**src/rtl/mem_port_arbiter_if.sv**
```systemverilog
// mem_port_arbiter_if: handshake and byte-serial bus bundle for mem_port_arbiter
//  master : arbiter side (drives mem_dout/mem_a/mem_wr, grants, valids, read data, busy)
//  slave  : environment side (ICache, LSB, RAM/IO, pipeline control)
interface mem_port_arbiter_if #(
  parameter int INST_BYTES = 4
);
  logic                    rdy_in;
  logic                    clear_in;
  logic                    io_buffer_full;
  logic [7:0]              mem_din;
  logic [7:0]              mem_dout;
  logic [31:0]             mem_a;
  logic                    mem_wr;
  logic                    inst_req_in;
  logic [31:0]             inst_addr_in;
  logic                    inst_gnt_out;
  logic                    inst_valid_out;
  logic [8*INST_BYTES-1:0] inst_data_out;
  logic                    data_req_in;
  logic                    data_we_in;
  logic [1:0]              data_size_in;
  logic [31:0]             data_addr_in;
  logic [31:0]             data_wdata_in;
  logic                    data_gnt_out;
  logic                    data_valid_out;
  logic [31:0]             data_rdata_out;
  logic                    busy_out;
  modport master (
    input  rdy_in, clear_in, io_buffer_full, mem_din,
    input  inst_req_in, inst_addr_in,
    input  data_req_in, data_we_in, data_size_in, data_addr_in, data_wdata_in,
    output mem_dout, mem_a, mem_wr,
    output inst_gnt_out, inst_valid_out, inst_data_out,
    output data_gnt_out, data_valid_out, data_rdata_out, busy_out
  );
  modport slave (
    output rdy_in, clear_in, io_buffer_full, mem_din,
    output inst_req_in, inst_addr_in,
    output data_req_in, data_we_in, data_size_in, data_addr_in, data_wdata_in,
    input  mem_dout, mem_a, mem_wr,
    input  inst_gnt_out, inst_valid_out, inst_data_out,
    input  data_gnt_out, data_valid_out, data_rdata_out, busy_out
  );
endinterface

```
**src/rtl/mem_port_arbiter.sv**
```systemverilog
// mem_port_arbiter: owns the byte-serial RAM/IO port, arbitrates ICache refills against LSB
//  loads/stores and sequences multi-byte transfers one byte per cycle.
//  clk_in  : system clock
//  rst_in  : synchronous active-high reset
//  m       : mem_port_arbiter_if.master (rdy/clear, mem_* bus, inst and data request channels, busy)
//  Optional MEM_ARB_STARVE_GUARD_EN: after STARVE_LIMIT data grants made while a refill waits,
//  the refill is granted ahead of data.
module mem_port_arbiter #(
  parameter int INST_BYTES   = 4,
  parameter int STARVE_LIMIT = 4
) (
  input logic clk_in,
  input logic rst_in,
  mem_port_arbiter_if.master m
);
  typedef enum logic [1:0] {IDLE, XFER, TAIL} state_t;
  state_t                  state;
  logic [31:0]             base, dat, nxt, data_q, addr;
  logic [8*INST_BYTES-1:0] inst_q;
  logic [2:0]              k, n;
  logic [1:0]              kp;
  logic                    we, is_inst, inst_v, data_v;
  logic                    can_gnt, inst_first, d_gnt, i_gnt, throttle, last;
  assign can_gnt  = !rst_in && m.rdy_in && !m.clear_in && state == IDLE;
  assign d_gnt    = can_gnt && m.data_req_in && !inst_first;
  assign i_gnt    = can_gnt && m.inst_req_in && !d_gnt;
  assign addr     = base + 32'(k);
  assign throttle = m.io_buffer_full && addr[17:16] == 2'b11;
  assign last     = k == n - 3'd1;
  // read bytes arrive one cycle behind their address, so the byte landing now belongs to k-1
  assign kp       = 2'(k - 3'd1);
  always_comb begin
    nxt = dat;
    nxt[{kp, 3'b000} +: 8] = m.mem_din;
  end
  assign m.inst_gnt_out   = i_gnt;
  assign m.data_gnt_out   = d_gnt;
  assign m.busy_out       = state != IDLE;
  assign m.mem_a          = state == XFER ? addr : 32'h0;
  assign m.mem_wr         = state == XFER && we && !throttle && m.rdy_in;
  assign m.mem_dout       = (state == XFER && we) ? dat[{k[1:0], 3'b000} +: 8] : 8'h00;
  assign m.inst_valid_out = inst_v;
  assign m.inst_data_out  = inst_q;
  assign m.data_valid_out = data_v;
  assign m.data_rdata_out = data_q;
`ifdef MEM_ARB_STARVE_GUARD_EN
  localparam int CW = $clog2(STARVE_LIMIT + 2);
  logic [CW-1:0] starve;
  assign inst_first = m.inst_req_in && starve == CW'(STARVE_LIMIT);
  always_ff @(posedge clk_in) begin
    if (rst_in) starve <= '0;
    else if (m.rdy_in) starve <= (i_gnt || m.clear_in) ? '0 : (d_gnt && m.inst_req_in) ? starve + 1'b1 : starve;
  end
`else
  // guard disabled: data always has priority
  assign inst_first = STARVE_LIMIT < 0;
`endif
  always_ff @(posedge clk_in) begin
    if (rst_in) begin
      state   <= IDLE;
      base    <= '0;
      dat     <= '0;
      k       <= '0;
      n       <= '0;
      we      <= 1'b0;
      is_inst <= 1'b0;
      inst_v  <= 1'b0;
      data_v  <= 1'b0;
      inst_q  <= '0;
      data_q  <= '0;
    end else if (m.rdy_in) begin
      inst_v <= 1'b0;
      data_v <= 1'b0;
      case (state)
        IDLE: if (d_gnt || i_gnt) begin
          state   <= XFER;
          k       <= '0;
          is_inst <= i_gnt;
          we      <= d_gnt && m.data_we_in;
          base    <= i_gnt ? m.inst_addr_in : m.data_addr_in;
          n       <= i_gnt ? 3'(INST_BYTES) : m.data_size_in == 2'd0 ? 3'd1 : m.data_size_in == 2'd1 ? 3'd2 : 3'd4;
          // loads start from zero so bytes above the access size read back as zero
          dat     <= (d_gnt && m.data_we_in) ? m.data_wdata_in : '0;
        end
        XFER: if (we) begin
          if (!throttle) begin
            k <= k + 3'd1;
            if (last) begin
              state  <= IDLE;
              data_v <= 1'b1;
            end
          end
        end else if (m.clear_in) state <= IDLE;
        else begin
          if (k != 3'd0) dat <= nxt;
          k <= k + 3'd1;
          if (last) state <= TAIL;
        end
        TAIL: begin
          state <= IDLE;
          if (!m.clear_in) begin
            inst_v <= is_inst;
            data_v <= !is_inst;
            if (is_inst) inst_q <= nxt[8*INST_BYTES-1:0];
            else data_q <= nxt;
          end
        end
        default: state <= IDLE;
      endcase
    end
  end
endmodule
```
**src/flat_wrapper.sv**
```systemverilog
// flat-port wrapper written by rule: the top's interface ports become plain ports
module mem_port_arbiter_flat 
#(
  parameter int INST_BYTES   = 4,
  parameter int STARVE_LIMIT = 4
)
  (clk_in, rst_in, m_rdy_in, m_clear_in, m_io_buffer_full, m_mem_din, m_inst_req_in, m_inst_addr_in, m_data_req_in, m_data_we_in, m_data_size_in, m_data_addr_in, m_data_wdata_in, m_mem_dout, m_mem_a, m_mem_wr, m_inst_gnt_out, m_inst_valid_out, m_inst_data_out, m_data_gnt_out, m_data_valid_out, m_data_rdata_out, m_busy_out);
  mem_port_arbiter_if #(.INST_BYTES(INST_BYTES)) m_i ();
  input logic clk_in;
  input logic rst_in;
  input wire logic [$bits(m_i.rdy_in)-1:0] m_rdy_in;
  input wire logic [$bits(m_i.clear_in)-1:0] m_clear_in;
  input wire logic [$bits(m_i.io_buffer_full)-1:0] m_io_buffer_full;
  input wire logic [$bits(m_i.mem_din)-1:0] m_mem_din;
  input wire logic [$bits(m_i.inst_req_in)-1:0] m_inst_req_in;
  input wire logic [$bits(m_i.inst_addr_in)-1:0] m_inst_addr_in;
  input wire logic [$bits(m_i.data_req_in)-1:0] m_data_req_in;
  input wire logic [$bits(m_i.data_we_in)-1:0] m_data_we_in;
  input wire logic [$bits(m_i.data_size_in)-1:0] m_data_size_in;
  input wire logic [$bits(m_i.data_addr_in)-1:0] m_data_addr_in;
  input wire logic [$bits(m_i.data_wdata_in)-1:0] m_data_wdata_in;
  output wire logic [$bits(m_i.mem_dout)-1:0] m_mem_dout;
  output wire logic [$bits(m_i.mem_a)-1:0] m_mem_a;
  output wire logic [$bits(m_i.mem_wr)-1:0] m_mem_wr;
  output wire logic [$bits(m_i.inst_gnt_out)-1:0] m_inst_gnt_out;
  output wire logic [$bits(m_i.inst_valid_out)-1:0] m_inst_valid_out;
  output wire logic [$bits(m_i.inst_data_out)-1:0] m_inst_data_out;
  output wire logic [$bits(m_i.data_gnt_out)-1:0] m_data_gnt_out;
  output wire logic [$bits(m_i.data_valid_out)-1:0] m_data_valid_out;
  output wire logic [$bits(m_i.data_rdata_out)-1:0] m_data_rdata_out;
  output wire logic [$bits(m_i.busy_out)-1:0] m_busy_out;
  assign m_i.rdy_in = m_rdy_in;
  assign m_i.clear_in = m_clear_in;
  assign m_i.io_buffer_full = m_io_buffer_full;
  assign m_i.mem_din = m_mem_din;
  assign m_i.inst_req_in = m_inst_req_in;
  assign m_i.inst_addr_in = m_inst_addr_in;
  assign m_i.data_req_in = m_data_req_in;
  assign m_i.data_we_in = m_data_we_in;
  assign m_i.data_size_in = m_data_size_in;
  assign m_i.data_addr_in = m_data_addr_in;
  assign m_i.data_wdata_in = m_data_wdata_in;
  assign m_mem_dout = m_i.mem_dout;
  assign m_mem_a = m_i.mem_a;
  assign m_mem_wr = m_i.mem_wr;
  assign m_inst_gnt_out = m_i.inst_gnt_out;
  assign m_inst_valid_out = m_i.inst_valid_out;
  assign m_inst_data_out = m_i.inst_data_out;
  assign m_data_gnt_out = m_i.data_gnt_out;
  assign m_data_valid_out = m_i.data_valid_out;
  assign m_data_rdata_out = m_i.data_rdata_out;
  assign m_busy_out = m_i.busy_out;
  mem_port_arbiter #(.INST_BYTES(INST_BYTES), .STARVE_LIMIT(STARVE_LIMIT)) u_core (.clk_in(clk_in), .rst_in(rst_in), .m(m_i));
endmodule
```
**config.mk**
```make
export PLATFORM = sky130hd
export DESIGN_NAME = mem_port_arbiter_flat
export DESIGN_NICKNAME = d
export VERILOG_FILES = /design/src/rtl/mem_port_arbiter_if.sv /design/src/rtl/mem_port_arbiter.sv /design/src/flat_wrapper.sv
export SDC_FILE = /design/constraint.sdc
export NUM_CORES = 1
export LEC_CHECK = 0
export ABC_AREA = 1
export ABC_CLOCK_PERIOD_IN_PS = 3050
export BUFFER_PORTS_ARGS = -buffer_cell sky130_fd_sc_hd__buf_2
export CAP_MARGIN = 20
export CORE_MARGIN = 4
export CORE_UTILIZATION = 45
export DETAILED_ROUTE_END_ITERATION = 12
export PLACE_DENSITY_LB_ADDON = 0.2
export SLEW_MARGIN = 20
export SYNTH_ARGS = -nofsm -noshare
export SYNTH_HDL_FRONTEND = slang
export SYNTH_SLANG_ARGS = --single-unit
```
**constraint.sdc**
```tcl
create_clock -name clk_in -period 3.05 [get_ports clk_in]
set_input_delay 0.305 -clock clk_in [delete_from_list [all_inputs] [get_ports clk_in]]
set_output_delay 0.305 -clock clk_in [all_outputs]
set_load 0.005 [all_outputs]
```
==> flow_summary.json <==
{
  "syn_area_sq_mm": 0.00797,
  "path_depth": 12,
  "drt_pass1_iterations": 7,
  "portBuffers": 223,
  "power_mw": 5.06,
  "worstMarginPinSlew_ps": 604,
  "clkTransAtPathRegs_ps": 60,
  "vias": 8498,
  "cpPeakStageDelay_ps": 390,
  "drive_above_1_share": 0.210,
  "worst_hold_path.num_cells": 2,
  "final_cell_mix": "inv_1 (243), buf_2 (222), nand2_1 (190)",
  "synth_warnings": 0,
  "final_common_cell": "inv_1",
  "path_buf_inv": 2,
  "ys_ff_latch": 140,
  "async_flop_share": 0,
  "synth_cell_type_count": 33,
  "grt_pass1_vias": 7884,
  "routed_wl_mm": 24.2,
  "n_antenna_cell": 0,
  "viasPerCell": 5.11,
  "startpoint_type": "register",
  "fmax_mhz": 345,
  "arrival_ps": 2590,
  "first_iter_violations": 559,
  "hold_class": "in -> reg",
  "critical_path.endpoint_type": "primary output",
  "fp-row-count": 48,
  "yosysSeqAreaShare": 0.352,
  "max-vdd-ir-drop_mv": 0.451,
  "grt_use_total": 0.240,
  "grt_overflow": 0,
  "finalCriticalPeriod_ps": 2900,
  "avgSynthCellArea_sq_um": 6.48,
  "cts_max_level": 4,
  "postCtsHoldBufs": 0,
  "cts-buffers-inserted": 17,
  "initial_core_util": 0.461,
  "powerDensity_mw_per_mm2": 511,
  "crit_slowest_cell": "nor4_4",
  "grt_pass1_wl_mm": 39.1,
  "cts_tree": "done",
  "drc_errors": 0,
  "status": "completed",
  "cts_root_buffer": "clkbuf_16",
  "synthFlopType": "dfxtp_1",
  "antenna_found_initial": 3,
  "cp_cell_sequence": "ha_2 > fa_2 > nand3_1 > nand2_2 > nand2_2 > inv_2 > nand4_1 > nor4_4 > nand2_1 > o21ai_1 > nor2_1 > buf_2",
  "cap_violations": 0,
  "synth_area_leaders": "dfxtp_1 (35%), inv_1 (12%), a21oi_1 (9.2%)",
  "wire_per_inst_um": 14.5,
  "gp_congestion": 0.948,
  "slew_violations": 0,
  "synth_cells": 1230,
  "syn_nets": 1358,
  "crit_family": "simple AND/OR/NAND/NOR gates",
  "yosysTopAreaCell": "dfxtp_1",
  "clock_sinks": 140,
  "grt_max_degree": 67,
  "cp_max_fo": 5,
  "required_ps": 2740,
  "area_growth_pct": 24.4,
  "n_fill_cell": 1736,
  "synth_top_area_share": 0.352,
  "synth_edf_count": 0,
  "clk_latency_ps": 420,
  "r2r_cells": 9,
  "num-nets-final": 1552,
  "timing.hold.ws_ps": 141,
  "cpMostUsedCell": "nand2_2",
  "dieWidth_um": 141,
  "path_class": "reg -> out",
  "antenna_left": 0,
  "core_area_sq_mm": 0.0173,
  "timing.final.hold_violations": 0,
  "die_y_um": 141,
  "die-area_sq_mm": 0.0199,
  "setup_viol": 0,
  "slew_headroom": 0.597,
  "fin_util": 0.573,
  "cts.path.max_buffers": 2,
  "period_share": 0.951,
  "skew_ps": 11.1,
  "tns_ps": 0,
  "dp_hpwl_mm": 17.6,
  "p_leak_nw": 5.02,
  "pin_count": 224
}
-- cell usage after synthesis, types with 4 or more instances --
cell and number:
o21ai_0 133, inv_1 245, nand4_1 10, nor3_1 10, nor4_1 4, nor2_1 58
o21a_1 33, buf_2 12, ha_1 13, o211ai_1 32, o22ai_1 24, buf_1 16
nand2_1 192, clkbuf_1 46, nand3_1 89, a21oi_1 146, xor2_1 4, xnor2_1 6
dfxtp_1 140
-- routing by layer --
metal  share of wire  GRT usage  vias to the layer above
met5          0.0017          0                        -
met4           0.011     0.0612                        6
met3           0.078     0.0614                       26
met2            0.49      0.417                      320
met1            0.42      0.296                     3758
li1                -          -                     4388
-- sequential cells by signal (all words and copies together), names as in the netlist, 2 cells and up --
name and count:
u_core.base 32, u_core.dat 32, u_core.m.data_rdata_out 32, u_core.m.inst_data_out 32
u_core.k 3, u_core.n 3, u_core.state 2
-- power breakdown --
part / internal (mW) / switching [mW] / total (mW)
clock: 1.07 / 0.888 / 1.96
sequential: 1.96 / 0.0893 / 2.05
combinational: 0.377 / 0.682 / 1.06
-- per-stage QoR --
stage / worst slack, ps / instance area [sq um] / instances
after floorplan: 477 / 7970 / 1230
after global placement: 516 / 9250 / 1623
after detailed placement: 395 / 9250 / 1623
after CTS: 61.5 / 9810 / 1655
after global routing: -28.8 / 9910 / 1662
final: 151 / 9910 / 1662
-- area by class of cell --
type                       count  area (sq um)  area share
timing repair buffer         249          1340       0.135
multi-input combinational    768          4000       0.404
tap                          225           282      0.0284
inverter                     248           931      0.0939
clock buffer                  17           425      0.0429
sequential                   140          2800       0.283
clock inverter                15           130      0.0131
-- worst reg2reg max path, stage by stage (launching register included) --
cell and delay (ps):
dfxtp_1 340, buf_4 300, clkinv_1 150, ha_1 390, nor3b_2 450, nand3_1 140, o21ai_0 210, nand2_1 90
nand2_1 80, o21a_1 100
-- timing repair --
action | in CTS | in global routing
endpoints found under the setup margin | 1 | 7
pin swaps | 0 | 4
resized for setup | 1 | 13
buffers inserted | 0 | 7
gates cloned | 0 | 0
-- path summary, 6_finish.rpt --
check / from / endpoint / slack (ps)
max: u_core.base[0] / m_mem_a[26] / 150
min: rst_in / u_core.m.data_valid_out / 140
max reg2reg: u_core.k[0] / u_core.dat[23] / 760
min reg2reg: u_core.m.data_valid_out / u_core.m.data_valid_out / 460
-- cells by family (layout without fill, tap and decap cells) --
kind of cell | count (synthesis) | after routing | share of synthesized area
buffers and inverters | 322 | 529 | 0.154
AO/OA/AOI/OAI | 374 | 374 | 0.261
XOR/XNOR | 10 | 10 | 0.0110
flip-flops | 140 | 140 | 0.352
adder cells (fa/ha/maj) | 14 | 14 | 0.0229
AND/OR/NAND/NOR | 370 | 370 | 0.199
Note: power is estimated with default switching activity, not from simulation.
